`src/rtl/lane_interleaver_l2_if.sv`:
```
// Lane-side bus of the four-lane interleaver: write strobes and payloads in,
// stream word and per-lane FIFO status out.
interface lane_interleaver_l2_if #(
  parameter int DATA_W = 8
);
  logic [3:0]        push;
  logic [DATA_W-1:0] data_in0;
  logic [DATA_W-1:0] data_in1;
  logic [DATA_W-1:0] data_in2;
  logic [DATA_W-1:0] data_in3;
  logic [DATA_W:0]   out_stream;
  logic [3:0]        full;
  logic [3:0]        empty;
  logic [3:0]        overflow;

  modport master (
    output push, data_in0, data_in1, data_in2, data_in3,
    input  out_stream, full, empty, overflow
  );

  modport slave (
    input  push, data_in0, data_in1, data_in2, data_in3,
    output out_stream, full, empty, overflow
  );
endinterface

```
`src/rtl/lane_interleaver_l2.sv`:
```
// Four-lane to single-stream interleaver: per-lane FIFOs drained by a fixed
// 4-slot round-robin (lanes 0,2,1,3) so the downstream demux restores lane order.
module lane_interleaver_l2 #(
  parameter int DATA_W     = 8,
  parameter int FIFO_DEPTH = 4
) (
  input  logic                 clk_4f,
  input  logic                 reset,
  lane_interleaver_l2_if.slave bus
);
  localparam int PTR_W = $clog2(FIFO_DEPTH);
  localparam int CNT_W = PTR_W + 1;

  logic [1:0]        slot_q;
  logic [1:0]        lane_sel;
  logic [DATA_W:0]   out_q, out_d;
  logic [3:0]        ovf_q;
  logic [3:0]        full_w, empty_w, pop_w, wr_w, drop_w;
  logic [DATA_W-1:0] din  [4];
  logic [DATA_W-1:0] head [4];

  // Bit-swapping the slot index yields the 0,2,1,3 lane order.
  assign lane_sel = {slot_q[0], slot_q[1]};

  assign din[0] = bus.data_in0;
  assign din[1] = bus.data_in1;
  assign din[2] = bus.data_in2;
  assign din[3] = bus.data_in3;

  genvar gi;
  generate
    for (gi = 0; gi < 4; gi++) begin : g_lane
      logic [DATA_W-1:0] mem_q [FIFO_DEPTH];
      logic [PTR_W-1:0]  wr_ptr_q, wr_ptr_d;
      logic [PTR_W-1:0]  rd_ptr_q, rd_ptr_d;
      logic [CNT_W-1:0]  cnt_q, cnt_d;

      assign full_w[gi]  = (cnt_q == CNT_W'(FIFO_DEPTH));
      assign empty_w[gi] = (cnt_q == '0);
      assign pop_w[gi]   = (lane_sel == 2'(gi)) && !empty_w[gi];
      // A full lane still accepts a write in the cycle its head is popped.
      assign wr_w[gi]    = bus.push[gi] && (!full_w[gi] || pop_w[gi]);
      assign drop_w[gi]  = bus.push[gi] && full_w[gi] && !pop_w[gi];
      assign head[gi]    = mem_q[rd_ptr_q];

      always_comb begin
        wr_ptr_d = wr_ptr_q;
        rd_ptr_d = rd_ptr_q;
        cnt_d    = cnt_q;
        if (wr_w[gi]) wr_ptr_d = wr_ptr_q + PTR_W'(1);
        if (pop_w[gi]) rd_ptr_d = rd_ptr_q + PTR_W'(1);
        if (wr_w[gi] && !pop_w[gi]) cnt_d = cnt_q + CNT_W'(1);
        else if (!wr_w[gi] && pop_w[gi]) cnt_d = cnt_q - CNT_W'(1);
      end

      always_ff @(posedge clk_4f or posedge reset) begin
        if (reset) begin
          wr_ptr_q <= '0;
          rd_ptr_q <= '0;
          cnt_q    <= '0;
        end else begin
          wr_ptr_q <= wr_ptr_d;
          rd_ptr_q <= rd_ptr_d;
          cnt_q    <= cnt_d;
        end
      end

      always_ff @(posedge clk_4f) begin
        if (wr_w[gi]) mem_q[wr_ptr_q] <= din[gi];
      end
    end
  endgenerate

  assign out_d = pop_w[lane_sel] ? {1'b1, head[lane_sel]} : '0;

  always_ff @(posedge clk_4f or posedge reset) begin
    if (reset) begin
      slot_q <= '0;
      out_q  <= '0;
      ovf_q  <= '0;
    end else begin
      slot_q <= slot_q + 2'd1;
      out_q  <= out_d;
      ovf_q  <= ovf_q | drop_w;
    end
  end

  assign bus.out_stream = out_q;
  assign bus.full       = full_w;
  assign bus.empty      = empty_w;
  assign bus.overflow   = ovf_q;
endmodule

```
`src/flat_wrapper.sv`:
```
// flat-port wrapper written by rule: the top's interface ports become plain ports
module lane_interleaver_l2_flat 
#(
  parameter int DATA_W     = 8,
  parameter int FIFO_DEPTH = 4
)
  (clk_4f, reset, bus_push, bus_data_in0, bus_data_in1, bus_data_in2, bus_data_in3, bus_out_stream, bus_full, bus_empty, bus_overflow);
  lane_interleaver_l2_if #(.DATA_W(DATA_W)) bus_i ();
  input  logic clk_4f;
  input  logic reset;
  input wire logic [$bits(bus_i.push)-1:0] bus_push;
  input wire logic [$bits(bus_i.data_in0)-1:0] bus_data_in0;
  input wire logic [$bits(bus_i.data_in1)-1:0] bus_data_in1;
  input wire logic [$bits(bus_i.data_in2)-1:0] bus_data_in2;
  input wire logic [$bits(bus_i.data_in3)-1:0] bus_data_in3;
  output wire logic [$bits(bus_i.out_stream)-1:0] bus_out_stream;
  output wire logic [$bits(bus_i.full)-1:0] bus_full;
  output wire logic [$bits(bus_i.empty)-1:0] bus_empty;
  output wire logic [$bits(bus_i.overflow)-1:0] bus_overflow;
  assign bus_i.push = bus_push;
  assign bus_i.data_in0 = bus_data_in0;
  assign bus_i.data_in1 = bus_data_in1;
  assign bus_i.data_in2 = bus_data_in2;
  assign bus_i.data_in3 = bus_data_in3;
  assign bus_out_stream = bus_i.out_stream;
  assign bus_full = bus_i.full;
  assign bus_empty = bus_i.empty;
  assign bus_overflow = bus_i.overflow;
  lane_interleaver_l2 #(.DATA_W(DATA_W), .FIFO_DEPTH(FIFO_DEPTH)) u_core (.clk_4f(clk_4f), .reset(reset), .bus(bus_i));
endmodule
```
`config.mk`:
```
export PLATFORM = sky130hd
export DESIGN_NAME = lane_interleaver_l2_flat
export DESIGN_NICKNAME = d
export VERILOG_FILES = /design/src/rtl/lane_interleaver_l2_if.sv /design/src/rtl/lane_interleaver_l2.sv /design/src/flat_wrapper.sv
export SDC_FILE = /design/constraint.sdc
export NUM_CORES = 1
export LEC_CHECK = 0
export ABC_AREA = 1
export BUFFER_PORTS_ARGS = -buffer_cell sky130_fd_sc_hd__buf_2
export CAP_MARGIN = 20
export CORE_MARGIN = 2
export CORE_UTILIZATION = 30
export DETAILED_ROUTE_END_ITERATION = 7
export HOLD_SLACK_MARGIN = 0.06
export PLACE_DENSITY = 0.49
export SLEW_MARGIN = 20
export SYNTH_ARGS = -nofsm -noshare
export SYNTH_HDL_FRONTEND = slang
export SYNTH_SLANG_ARGS = --single-unit
```
`constraint.sdc`:
```
create_clock -name clk_4f -period 5.7 [get_ports clk_4f]
set_clock_uncertainty 0.05 [all_clocks]
set_input_delay 0.57 -clock clk_4f [delete_from_list [all_inputs] [get_ports clk_4f]]
set_output_delay 0.57 -clock clk_4f [all_outputs]
set_load 0.01 [all_outputs]
```
==> metrics.md <==
| Metric | Value |
|---|---|
| R2R setup slack | `2680 ps` |
| Critical path's top delay family | `adder cells` |
| Post-CTS Setup Inserts | `0` |
| Avg WL per Cell | `15.26 um` |
| Unique masters post-synth | `23` |
| First-pass GRT wire length | `25,060 um` |
| Max transition margin | `41.22%` |
| RSZ-0062 raised after global routing | `false` |
| Final Cell Area | `8478 um^2` |
| Max Cap Violations | `0` |
| Register area | `4920 um^2` |
| Routed Antenna Nets | `0` |
| Setup CP Type | `reg2reg` |
| Most frequent cells in the layout | `nand2_1 (150), edfxtp_1 (128), nand3_1 (116)` |
| Worst-path maximum fanout | `21` |
| Min Tclk post-route | `3020 ps` |
| Hpwl dp | `10,860 um` |
| Tcrit/Tclk final | `52.99%` |
| Slew Limit Fails | `0` |
| Horiz. Die Dim | `160.9 um` |
| DRT Pass-1 Iters | `5` |
| # diodes | `0` |
| Layout net count | `753` |
| Syn Nets | `696` |
| Starting DRC count in detailed routing | `386` |
| Core area | `24,250 um^2` |
| Critical Path, Cell by Cell | `inv_2 -> ha_1 -> nand2_2 -> nand2_1 -> nand2_2 -> inv_2 -> ha_1 -> inv_1 -> fa_1 -> mux2_2` |
| Number of setup violations in the final report | `0` |
| Status | `complete, no violations` |
| Peak supply drop | `0.0002284 V` |
| #FFs+latches synth | `171` |
| Largest net degree at the start of global routing | `44` |
| DR DRC count | `0` |
| Worst-Skew Late Latency | `420 ps` |
| Worst Path Required | `5960 ps` |
| Initial antenna violation count | `0` |
| Gr usage total | `12.75%` |
| Via density | `4.381` |
| Placed Instance Area | `7913 um^2` |
| Area of the multi-input gates | `2092 um^2` |
| Total of fill cells in the finished design | `2,440` |
| WP buf/inv | `3` |
| Seq/Total Area, Yosys | `66.61%` |
| Post-CTS Hold Buffers | `0` |
| Site Rows | `57` |
| Starting Density | `30.46%` |
| Final Wtd Congestion | `0.7646` |
| RR Endpoint | `u_core.g_lane[2].cnt_q[1]$_DFFE_PP0P_` |
| Syn avg cell area | `11.72 um^2` |
| Height of the chip | `160.9 um` |
| Port Buffers | `58` |
| Worst setup SP type | `register` |
| Congestion Overflow GR | `0` |
| Area grow syn2layout | `14.79%` |
| Final wirelength | `15,630 um` |
| Crit path capture | `u_core.g_lane[2].cnt_q[1]$_DFFE_PP0P_` |
| Pwr dens | `506.3 nW/um^2` |
| CP Launch Point | `u_core.slot_q[1]$_DFF_PP0_` |
| LEAKAGE | `0.003414 uW` |
| Num Clock Sinks | `171` |
| Cells after Synth | `630` |
| WP data arrival | `3280 ps` |
| Most common cell after layout, fill and taps aside | `nand2_1` |
| Number of hold violations in the final report | `0` |
| Fmax | `331.1 MHz` |
| Worst r2r src | `u_core.slot_q[1]$_DFF_PP0_` |
| Via Count | `4,486` |
| HP Class | `in2async` |
| Post-Route Setup TNS | `0 ps` |
| Die area | `25,890 um^2` |
| Clk root buf | `clkbuf_16` |
| Crit-path slowest cell | `dfrtp_1` |
| CTS resizes | `0` |
| Top-Level Pins | `59` |
| Share of layout cells above drive strength 1 | `17.86%` |
| Number of global-route vias before repair | `4,480` |
| Cell count of the worst reg-to-reg path | `10` |
| Worst-path clk slew | `70 ps` |
| Crit. End Element | `register` |
| TritonCTS clock tree | `yes` |
| CTS buffer count | `17` |
| Worst slew pin tran | `878.5 ps` |
| Synthesized area | `7386 um^2` |
| Worst stage delay on the critical path | `830 ps` |
| CTS max path bufs | `2` |
| Synth warnings | `0` |
| Worst path depth | `10` |
| CTS H-tree depth | `4` |
==> worst min-delay path by stage <==
stage                                startpoint                                endpoint
6_report                                  reset      u_core.bus.out_stream[7]$_DFF_PP0_
5_1_grt                                   reset      u_core.bus.out_stream[7]$_DFF_PP0_
4_1_cts                         bus_data_in1[4]  u_core.g_lane[1].mem_q[1][4]$_DFFE_PP_
3_5_place_dp   u_core.bus.overflow[1]$_DFF_PP0_        u_core.bus.overflow[1]$_DFF_PP0_
3_3_place_gp   u_core.bus.overflow[1]$_DFF_PP0_        u_core.bus.overflow[1]$_DFF_PP0_
2_1_floorplan  u_core.bus.overflow[0]$_DFF_PP0_        u_core.bus.overflow[0]$_DFF_PP0_
==> synth_stat cells (all sizes together) <==
cell,count,share of area [%]
nand2,162,8.6
edfxtp,128,52
nand3,116,7.9
inv,52,2.8
dfrtp,43,15
nor2,40,2.0
ha,24,4.1
buf,20,2.3
xor2,12,1.4
a21oi,6,0.41
o21ai,6,0.41
a31o,4,0.47
fa,4,1.1
mux2,4,0.61
nor3,4,0.54
xnor2,4,0.47
mux2i,1,0.30
==> flip-flops by register name, indices dropped and copies added, names as in the netlist <==
name	cells
u_core.bus.out_stream	9
u_core.bus.overflow	4
u_core.g_lane.cnt_q	12
u_core.g_lane.mem_q	128
u_core.g_lane.rd_ptr_q	8
u_core.g_lane.wr_ptr_q	8
u_core.slot_q	2
==> per-stage QoR <==
step                      hold WS, ps  instances  utilization [%]  setup WS, ps  power (uW)
after floorplan                 461.7        630                -          3314        2874
after global placement          398.0        992            32.63          2787        3227
after detailed placement        413.0        992            32.63          2698        3222
after CTS                       288.7       1024            34.96          2672        4347
after global routing            287.6       1024            34.96          2434        4609
final                           230.0       1024            34.96          2680        4292
==> cell type report <==
class | count | share of cell area, %
clock inverter | 14 | 1.594
timing repair buffer | 58 | 3.424
multi-input combinational | 387 | 24.68
tap | 324 | 4.782
clock buffer | 18 | 5.062
sequential | 171 | 58.03
inverter | 52 | 2.435
==> worst register-to-register path, stage by stage, from the launching register on <==
cell and delay, ps:
dfrtp_1 830, inv_2 370, ha_1 330, nand2_2 110, nand2_1 70, nand2_2 130, inv_2 60, ha_1 190
inv_1 100, fa_1 420, mux2_2 260
==> logic make-up after synthesis <==
family                     after synthesis  share of synthesized area [%]
xor gates and xnor gates                16                          1.897
adders and majority gates               28                          5.150
DFF                                    171                          66.61
and+or+nand+nor                        322                          19.08
AOI/OAI and AO/OA                       16                          1.287
muxes                                    5                         0.9147
buffers and inverters                   72                          5.065
==> where the power goes <==
part,switching (uW),leakage (uW),internal [uW]
clock,502,0.000270,611
combinational,777,0.00148,434
sequential,275,0.00167,1690
total,1550,0.00341,2740
==> layer usage <==
metal	vias to the layer above	share of wire, %	GRT usage (%)
met3	14	3.7	2.867
li1	2246	-	-
met5	-	0	0
met1	2129	48	17.99
met2	97	47	19.63
met4	0	1.0	3.937
Power figures use the tool's default switching activity.
